[config.mk]
export PLATFORM = sky130hd
export DESIGN_NAME = vga_timing_gen
export DESIGN_NICKNAME = d
export VERILOG_FILES = /design/src/rtl/vga_timing_gen.sv
export SDC_FILE = /design/constraint.sdc
export NUM_CORES = 1
export LEC_CHECK = 0
export ABC_AREA = 1
export BUFFER_PORTS_ARGS = -buffer_cell sky130_fd_sc_hd__buf_2
export CAP_MARGIN = 20
export CORE_UTILIZATION = 49
export DETAILED_ROUTE_END_ITERATION = 8
export HOLD_SLACK_MARGIN = 0.03
export PLACE_DENSITY = 0.73
export SLEW_MARGIN = 20
export SYNTH_ARGS = -nofsm -noshare
export SYNTH_HDL_FRONTEND = slang
export SYNTH_SLANG_ARGS = --single-unit
[constraint.sdc]
create_clock -name clk -period 1.5 [get_ports clk]
set_input_delay 0.075 -clock clk [delete_from_list [all_inputs] [get_ports clk]]
set_output_delay 0.075 -clock clk [all_outputs]
set_load 0.01 [all_outputs]
[src/rtl/vga_timing_gen.sv]
// rtl/vga_timing_gen.sv - 640x480@60 VGA raster timing generator; VGA_TEST_PATTERN_EN enables colour-bar test pattern
module vga_timing_gen #(
  parameter int H_VIS    = 640,
  parameter int H_FP     = 16,
  parameter int H_SYNC   = 96,
  parameter int H_BP     = 48,
  parameter int V_VIS    = 480,
  parameter int V_FP     = 10,
  parameter int V_SYNC   = 2,
  parameter int V_BP     = 33,
  parameter bit SYNC_POL = 1'b0
) (
  input  logic       clk,
  input  logic       nrst,
  input  logic       pix_en,
  output logic [9:0] x_val,
  output logic [9:0] y_val,
  output logic       hsync,
  output logic       vsync,
  output logic       video_on,
  output logic       line_end,
  output logic       frame_start,
  output logic [7:0] frame_cnt,
  output logic [2:0] test_rgb
);

  localparam int H_TOTAL = H_VIS + H_FP + H_SYNC + H_BP;
  localparam int V_TOTAL = V_VIS + V_FP + V_SYNC + V_BP;

  localparam logic [9:0] H_LAST   = 10'(H_TOTAL - 1);
  localparam logic [9:0] V_LAST   = 10'(V_TOTAL - 1);
  localparam logic [9:0] H_VIS_W  = 10'(H_VIS);
  localparam logic [9:0] V_VIS_W  = 10'(V_VIS);
  localparam logic [9:0] HS_START = 10'(H_VIS + H_FP);
  localparam logic [9:0] HS_END   = 10'(H_VIS + H_FP + H_SYNC);
  localparam logic [9:0] VS_START = 10'(V_VIS + V_FP);
  localparam logic [9:0] VS_END   = 10'(V_VIS + V_FP + V_SYNC);

  logic [9:0] x_q, x_d;
  logic [9:0] y_q, y_d;
  logic [7:0] frame_cnt_q, frame_cnt_d;
  logic       hsync_q, hsync_d;
  logic       vsync_q, vsync_d;
  logic       video_on_q, video_on_d;
  logic       line_end_q, line_end_d;
  logic       frame_start_q, frame_start_d;
  logic       line_wrap, frame_wrap;

  // Next position plus all decodes taken from that next position, so every
  // registered output lines up with x_val/y_val in the same cycle.
  always_comb begin
    x_d         = x_q;
    y_d         = y_q;
    frame_cnt_d = frame_cnt_q;
    line_wrap   = pix_en && (x_q == H_LAST);
    frame_wrap  = line_wrap && (y_q == V_LAST);
    if (pix_en) begin
      x_d = line_wrap ? 10'd0 : x_q + 10'd1;
    end
    if (line_wrap) begin
      y_d = frame_wrap ? 10'd0 : y_q + 10'd1;
    end
    if (frame_wrap) begin
      frame_cnt_d = frame_cnt_q + 8'd1;
    end
    hsync_d       = ((x_d >= HS_START) && (x_d < HS_END)) ? SYNC_POL : ~SYNC_POL;
    vsync_d       = ((y_d >= VS_START) && (y_d < VS_END)) ? SYNC_POL : ~SYNC_POL;
    video_on_d    = (x_d < H_VIS_W) && (y_d < V_VIS_W);
    line_end_d    = pix_en && (x_d == H_LAST);
    frame_start_d = frame_wrap;
  end

  // Raster state and registered outputs; pulses drop on any non-advancing edge.
  always_ff @(posedge clk or negedge nrst) begin
    if (!nrst) begin
      x_q           <= 10'd0;
      y_q           <= 10'd0;
      frame_cnt_q   <= 8'd0;
      hsync_q       <= ~SYNC_POL;
      vsync_q       <= ~SYNC_POL;
      video_on_q    <= 1'b1;
      line_end_q    <= 1'b0;
      frame_start_q <= 1'b0;
    end else begin
      x_q           <= x_d;
      y_q           <= y_d;
      frame_cnt_q   <= frame_cnt_d;
      hsync_q       <= hsync_d;
      vsync_q       <= vsync_d;
      video_on_q    <= video_on_d;
      line_end_q    <= line_end_d;
      frame_start_q <= frame_start_d;
    end
  end

`ifdef VGA_TEST_PATTERN_EN
  // Eight equal-width vertical bars across the visible area.
  localparam int         BAR_W   = (H_VIS >= 8) ? (H_VIS / 8) : 1;
  localparam logic [9:0] BAR_W_V = 10'(BAR_W);

  logic [2:0] rgb_q, rgb_d;

  // Bar index from the next column, blanked outside the visible window.
  always_comb begin
    rgb_d = 3'b000;
    if (video_on_d) begin
      rgb_d = 3'(x_d / BAR_W_V);
    end
  end

  // Register the colour so it tracks x_val without skew.
  always_ff @(posedge clk or negedge nrst) begin
    if (!nrst) begin
      rgb_q <= 3'b000;
    end else begin
      rgb_q <= rgb_d;
    end
  end

  assign test_rgb = rgb_q;
`else
  assign test_rgb = 3'b000;
`endif

  assign x_val       = x_q;
  assign y_val       = y_q;
  assign hsync       = hsync_q;
  assign vsync       = vsync_q;
  assign video_on    = video_on_q;
  assign line_end    = line_end_q;
  assign frame_start = frame_start_q;
  assign frame_cnt   = frame_cnt_q;

endmodule

# Yosys cells after proc, flatten, opt, wreduce, memory -nomap -nowiden
# Cells that the tools add are included.
[classes]
add_sub_neg = 3
order_cmp = 6
n_eq_ne = 3
mux = 6
reduce_logical = 6
[ops]
columns = ["cell", "n"]
rows = [
  ["10-bit 2-to-1 mux", 4],
  ["10-bit == test (second input constant)", 3],
  ["10-bit by 1-bit adder with 10-bit output (second input constant)", 2],
  ["10-bit less-than comparator (second input constant)", 2],
  ["10-bit by 9-bit less-than comparator with 1-bit output (second input constant)", 2],
  ["10-bit >= comparator (second input constant)", 1],
  ["10-bit by 9-bit >= comparator with 1-bit output (second input constant)", 1],
  ["8-bit by 1-bit adder with 8-bit output (second input constant)", 1],
  ["1-bit logical AND", 6],
  ["1-bit 2-to-1 mux", 2],
]
[totals]
register_bits = 33
inputBits = 3
out_inout_bits = 36
wordCells = 32

# Longest topological paths before layout
[logic_depth]
word_depth = 8
depth_mapped = 13
mapped_depth_nobuf = 13

# Worst setup path before layout
# No wires, ideal clock.
[synth_path]
path_kind = "reg-to-reg"
from = "register x_q[1], in the netlist x_val[1]"
to = "register frame_cnt_q[7], in the netlist frame_cnt[7]"
setup_time_ps = 124
arrival_ps = 1553
required_ps = 1376
slack_ps = -177
stages_incl_launch_ff = 10
path_buffers = 0
synth_period_minus_slack_ps = 1677
path_cell_list = "dfrtp_1 ha_1 nand2_1 nor2_4 nand2_2 nor2_4 nand2_2 nor2_2 nand4_1 xnor2_1"
[synth_via]
elab_chain_cells = 3
[synth_rtl]
columns = ["item", "line_no", "rtl"]
rows = [
  ["from (decl)", "39", "logic [9:0] x_q, x_d;"],
  ["from (signal assigned)", "76", "x_q <= 10'd0;"],
  ["from (signal assigned)", "85", "x_q <= x_d;"],
  ["10-bit == test", "55", "line_wrap = pix_en && (x_q == H_LAST);"],
  ["1-bit logical AND", "55", ""],
  ["1-bit logical AND", "56", "frame_wrap = line_wrap && (y_q == V_LAST);"],
  ["to (signal assigned)", "87", "frame_cnt_q <= frame_cnt_d;"],
  ["to (decl)", "41", "logic [7:0] frame_cnt_q, frame_cnt_d;"],
]
# No other way between the ends.
# A chain may end at the register's enable or synchronous reset.

# Worst setup path in the final report
[layout_path]
from = "register x_q[0], in the netlist x_val[0]"
to = "register vsync_q, in the netlist vsync"
[layout_via]
elab_chain_cells = 8
elab_cells_between_ends = 9
cone_classes = "order compare (2); eq/ne (1); mux (3); reduce/logical (3)"
[layout_rtl]
columns = ["item", "line_no", "rtl"]
rows = [
  ["10-bit == test *", "55", ""],
  ["1-bit logical AND *", "55", ""],
  ["1-bit logical AND", "56", ""],
  ["10-bit 2-to-1 mux", "61", "y_d = frame_wrap ? 10'd0 : y_q + 10'd1;"],
  ["10-bit 2-to-1 mux *", "60", "if (line_wrap) begin"],
  ["10-bit by 9-bit >= comparator with 1-bit output / 10-bit by 9-bit less-than comparator with 1-bit output (equally long branches)", "67", "vsync_d = ((y_d >= VS_START) && (y_d < VS_END)) ? SYNC_POL : ~SYNC_POL;"],
  ["1-bit logical AND *", "67", ""],
  ["1-bit 2-to-1 mux *", "67", ""],
  ["via vsync_d", "43", "logic vsync_q, vsync_d;"],
  ["to (signal assigned)", "80", "vsync_q <= ~SYNC_POL;"],
  ["to (signal assigned)", "89", "vsync_q <= vsync_d;"],
  ["to (decl)", "43", ""],
]
# The timed path passes the listed nets; every way through them passes the cells marked *.

==> impl_metrics.py <==
metrics = {
    "power": {
        "sw_frac_of_total": 0.380,
        "clockPowerShare": 0.241,
        "p_int_mw": 1.77,
        "leakagePower_nw": 1.44,
        "p_switching_mw": 1.08,
        "vdd_drop_max_mv": 0.465,
        "seqPwrFrac": 0.401,
        "power_frac_comb": 0.358,
        "power.density_mw_per_mm2": 1070,
    },
    "critical_path": {
        "setup.worst_path.start_class": "flip-flop",
        "cp.required_ns": 1.73,
        "worst_path_most_repeated_cell": "nand2_1",
        "crit_fanout": 4,
        "end_kind": "flip-flop",
        "critPathTopFamily": "simple AND/OR/NAND/NOR gates",
        "r2r_slack_ns": -0.21,
        "crit_slowest_cell": "dfrtp_2",
        "worstRegToRegCells": 13,
        "r2r-end": "vsync",
        "critical_path_class": "flip-flop to flip-flop",
        "worst-path-buf-inv": 2,
        "cp_slowest_stage_delay_ns": 0.44,
        "path_cells": "ha_4 > nand2_4 > nor2_4 > buf_4 > buf_6 > nand3_4 > nor2_4 > nand2_1 > nand2_2 > nor2_1 > nand2_1 > nor2_2 > nand2_1",
        "r2r-start": "x_val[0]",
        "arrival_ns": 1.94,
    },
    "layout": {
        "fin_nets": 344,
        "layout.cells.non_filler": 386,
        "syn_to_final_growth_pct": 37.2,
        "diodes": 0,
        "final_cell_area_mm2": 0.00265,
        "drive_gt1_frac": 0.370,
        "n_fill_cell": 292,
        "multi_input_area_mm2": 0.00101,
        "regArea_um2": 833,
    },
    "logic_synthesis": {
        "synthMuxAreaShare": 0,
        "synth_area_mm2": 0.00193,
        "synth_xor_area_frac": 0.0408,
        "syn_avg_cell_area_um2": 7.48,
        "yosys.area_share.simple": 0.355,
        "yosysSeqAreaShare": 0.430,
        "ys_types": 27,
        "synth_seq_cells": 33,
        "netlist_instances": 258,
        "synthAdderAreaFrac": 0.0259,
        "yosysWarnings": 0,
        "synth_top_family_by_area": "simple AND/OR/NAND/NOR gates",
        "synth-compound-area-share": 0.0318,
    },
    "worst_hold_path": {
        "hp-class": "input port to flip-flop",
        "hp-start": "pix_en",
        "hold_depth": 2,
        "holdPathEnd": "x_val[0]",
    },
    "routing": {
        "via_per_inst": 5.04,
        "ant_nets": 0,
        "vias": 1946,
        "drcViolationCount": 0,
        "dr.pass1.iters": 4,
        "wire_per_inst_um": 12.9,
        "detail_route.iter0.violations": 114,
        "routed_wl_um": 5000,
    },
    "place": {
        "dp.cells": 372,
        "dpl_cell_area_mm2": 0.00241,
        "gp_congestion": 0.841,
        "hpwl_um": 3560,
        "numPortBuffers": 35,
        "place_ws_ns": -0.201,
    },
    "global_route": {
        "grt_pass1_vias": 1852,
        "use_met2": 0.424,
        "grt_max_degree": 13,
        "grt.overflow.total": 0,
        "grt_use_total": 0.260,
        "grt_use_met3": 0.0563,
        "grt_pass1_wl_um": 8090,
        "use_met1": 0.312,
        "grt_antenna_before_repair": 0,
        "busiest_layer": "met2",
    },
    "timing": {
        "fin_hold_ws_ns": 0.115,
        "rsz0062_at_grt": "true",
        "drv_slew": 0,
        "setup_viol": 17,
        "max_freq_mhz": 584,
        "period_minus_slack_ns": 1.71,
        "period_share": 1.14,
        "fin_ws_ns": -0.213,
        "tns_ns": -1.73,
        "hold_violations": 0,
        "fin_skew_ns": 0.00589,
    },
    "floorplanning": {
        "dieHeight_um": 64.8,
        "io_pins": 39,
        "die_x_um": 64.8,
        "rows": 22,
        "initial_core_util": 0.520,
        "fp.coreArea_mm2": 0.00372,
        "die_area_mm2": 0.00420,
    },
    "flow_run": {
        "drv_cap": 0,
    },
    "clock_network": {
        "clockRootBuffer": "clkbuf_8",
        "cts.reportedPaths.clkPinSlew_ns": 0.07,
        "cts_max_level": 2,
        "tritoncts": "done",
        "clk_latency_ns": 0.30,
        "cts_sinks": 33,
        "numCtsBuffers": 5,
        "clockBufferDepth": 2,
    },
    "outcome": {
        "violations": "setup timing",
        "status": "finished, violations left",
    },
}
cells in the final DEF, fill, tap and decap left out, types with 2 or more instances in the layout:
cell type and n:
conb_1 3, nand3_2 4, nor2_2 4, nor2_1 20
o21ai_0 2, nand3b_1 2, o21ai_2 4, nor3_1 3
inv_2 5, clkinv_2 2, ha_1 3, nand4_1 7
o21ai_1 3, nand2_1 61, dfstp_2 3, buf_2 35
buf_4 34, xor2_1 3, dfrtp_1 27, buf_6 3
dfrtp_2 3, nor3_2 3, nand3_1 24, nor2_4 8
clkbuf_8 5, inv_1 45, nand2_2 7, xnor2_1 6
synth_stat cells:
library cell | n | share of area
a21oi_1 | 1 | 0.0026
buf_4 | 3 | 0.012
buf_6 | 1 | 0.0058
conb_1 | 1 | 0.0019
dfrtp_1 | 30 | 0.39
dfstp_2 | 3 | 0.041
ha_1 | 4 | 0.026
inv_1 | 46 | 0.089
inv_2 | 4 | 0.0078
nand2_1 | 65 | 0.13
nand2_2 | 4 | 0.013
nand3_1 | 27 | 0.070
nand3_2 | 2 | 0.010
nand3b_1 | 2 | 0.0078
nand4_1 | 7 | 0.023
nor2_1 | 25 | 0.049
nor2_2 | 4 | 0.013
nor2_4 | 2 | 0.012
nor2_8 | 1 | 0.010
nor3_1 | 5 | 0.013
nor3_2 | 1 | 0.0052
o21ai_0 | 8 | 0.021
o21ai_2 | 1 | 0.0045
o21bai_1 | 1 | 0.0039
or2_0 | 1 | 0.0032
xnor2_1 | 6 | 0.027
xor2_1 | 3 | 0.014
per-layer routing:
layer,vias up,wire [um]
met2,69,2400
li1,960,-
met4,0,204
met5,-,0
met3,21,256
met1,896,2140
registers in the layout, summed over array words and instances, names as in the netlist:
register,flops
x_val,10
frame_start,1
video_on,1
line_end,1
vsync,1
frame_cnt,8
hsync,1
y_val,10
metrics by stage:
step / utilization / total power, mW
final: 0.713 / 2.85
after global routing: 0.713 / 3.00
after global placement: 0.649 / 2.05
after floorplan: - / 1.65
after detailed placement: 0.649 / 2.07
after CTS: 0.687 / 2.78
layout make-up:
type	count	area share
multi-input cells	174	0.380
repair buffers	73	0.179
inverters	50	0.0709
well taps	48	0.0227
flip-flops and latches	33	0.315
clock inverters	3	0.00661
clock buffers	5	0.0260
cell families (layout without fill, tap and decap cells):
family,count (synthesis),in the layout
and+or+nand+nor,146,147
buffers and inverters,54,131
DFF,33,33
AOI/OAI and AO/OA,11,11
xor gates and xnor gates,9,9
adders and majority gates,4,4
other,1,3
power groups by stage:
stage	logic (mW)	registers (mW)	clock network [mW]
2_1_floorplan	0.430	1.22	0
3_3_place_gp	0.908	1.15	0
3_5_place_dp	0.919	1.15	0
4_1_cts	0.947	1.13	0.697
5_1_grt	1.12	1.15	0.729
6_report	1.02	1.14	0.685
timing repair:
item / in CTS / in global routing
buffers inserted: 1 / 3
resized for setup: 12 / 20
pin swaps: 12 / 4
cloned: 1 / 0
setup endpoints to repair: 15 / 24
hold buffers: 1 / 0
hold endpoints to repair: 30 / 0
worst max path at each step:
| stage | startpoint | to | slack, ns | cells past startpoint |
|---|---|---|---|---|
| global route | x_val[0] | video_on | -0.29 | 11 |
| floorplan | x_val[1] | frame_cnt[6] | -0.13 | 9 |
| CTS | x_val[0] | vsync | -0.13 | 10 |
| detailed placement | x_val[0] | vsync | -0.20 | 12 |
| global placement | x_val[0] | vsync | -0.18 | 8 |
| finish | x_val[0] | vsync | -0.21 | 13 |
Power figures use the tool's default switching activity.
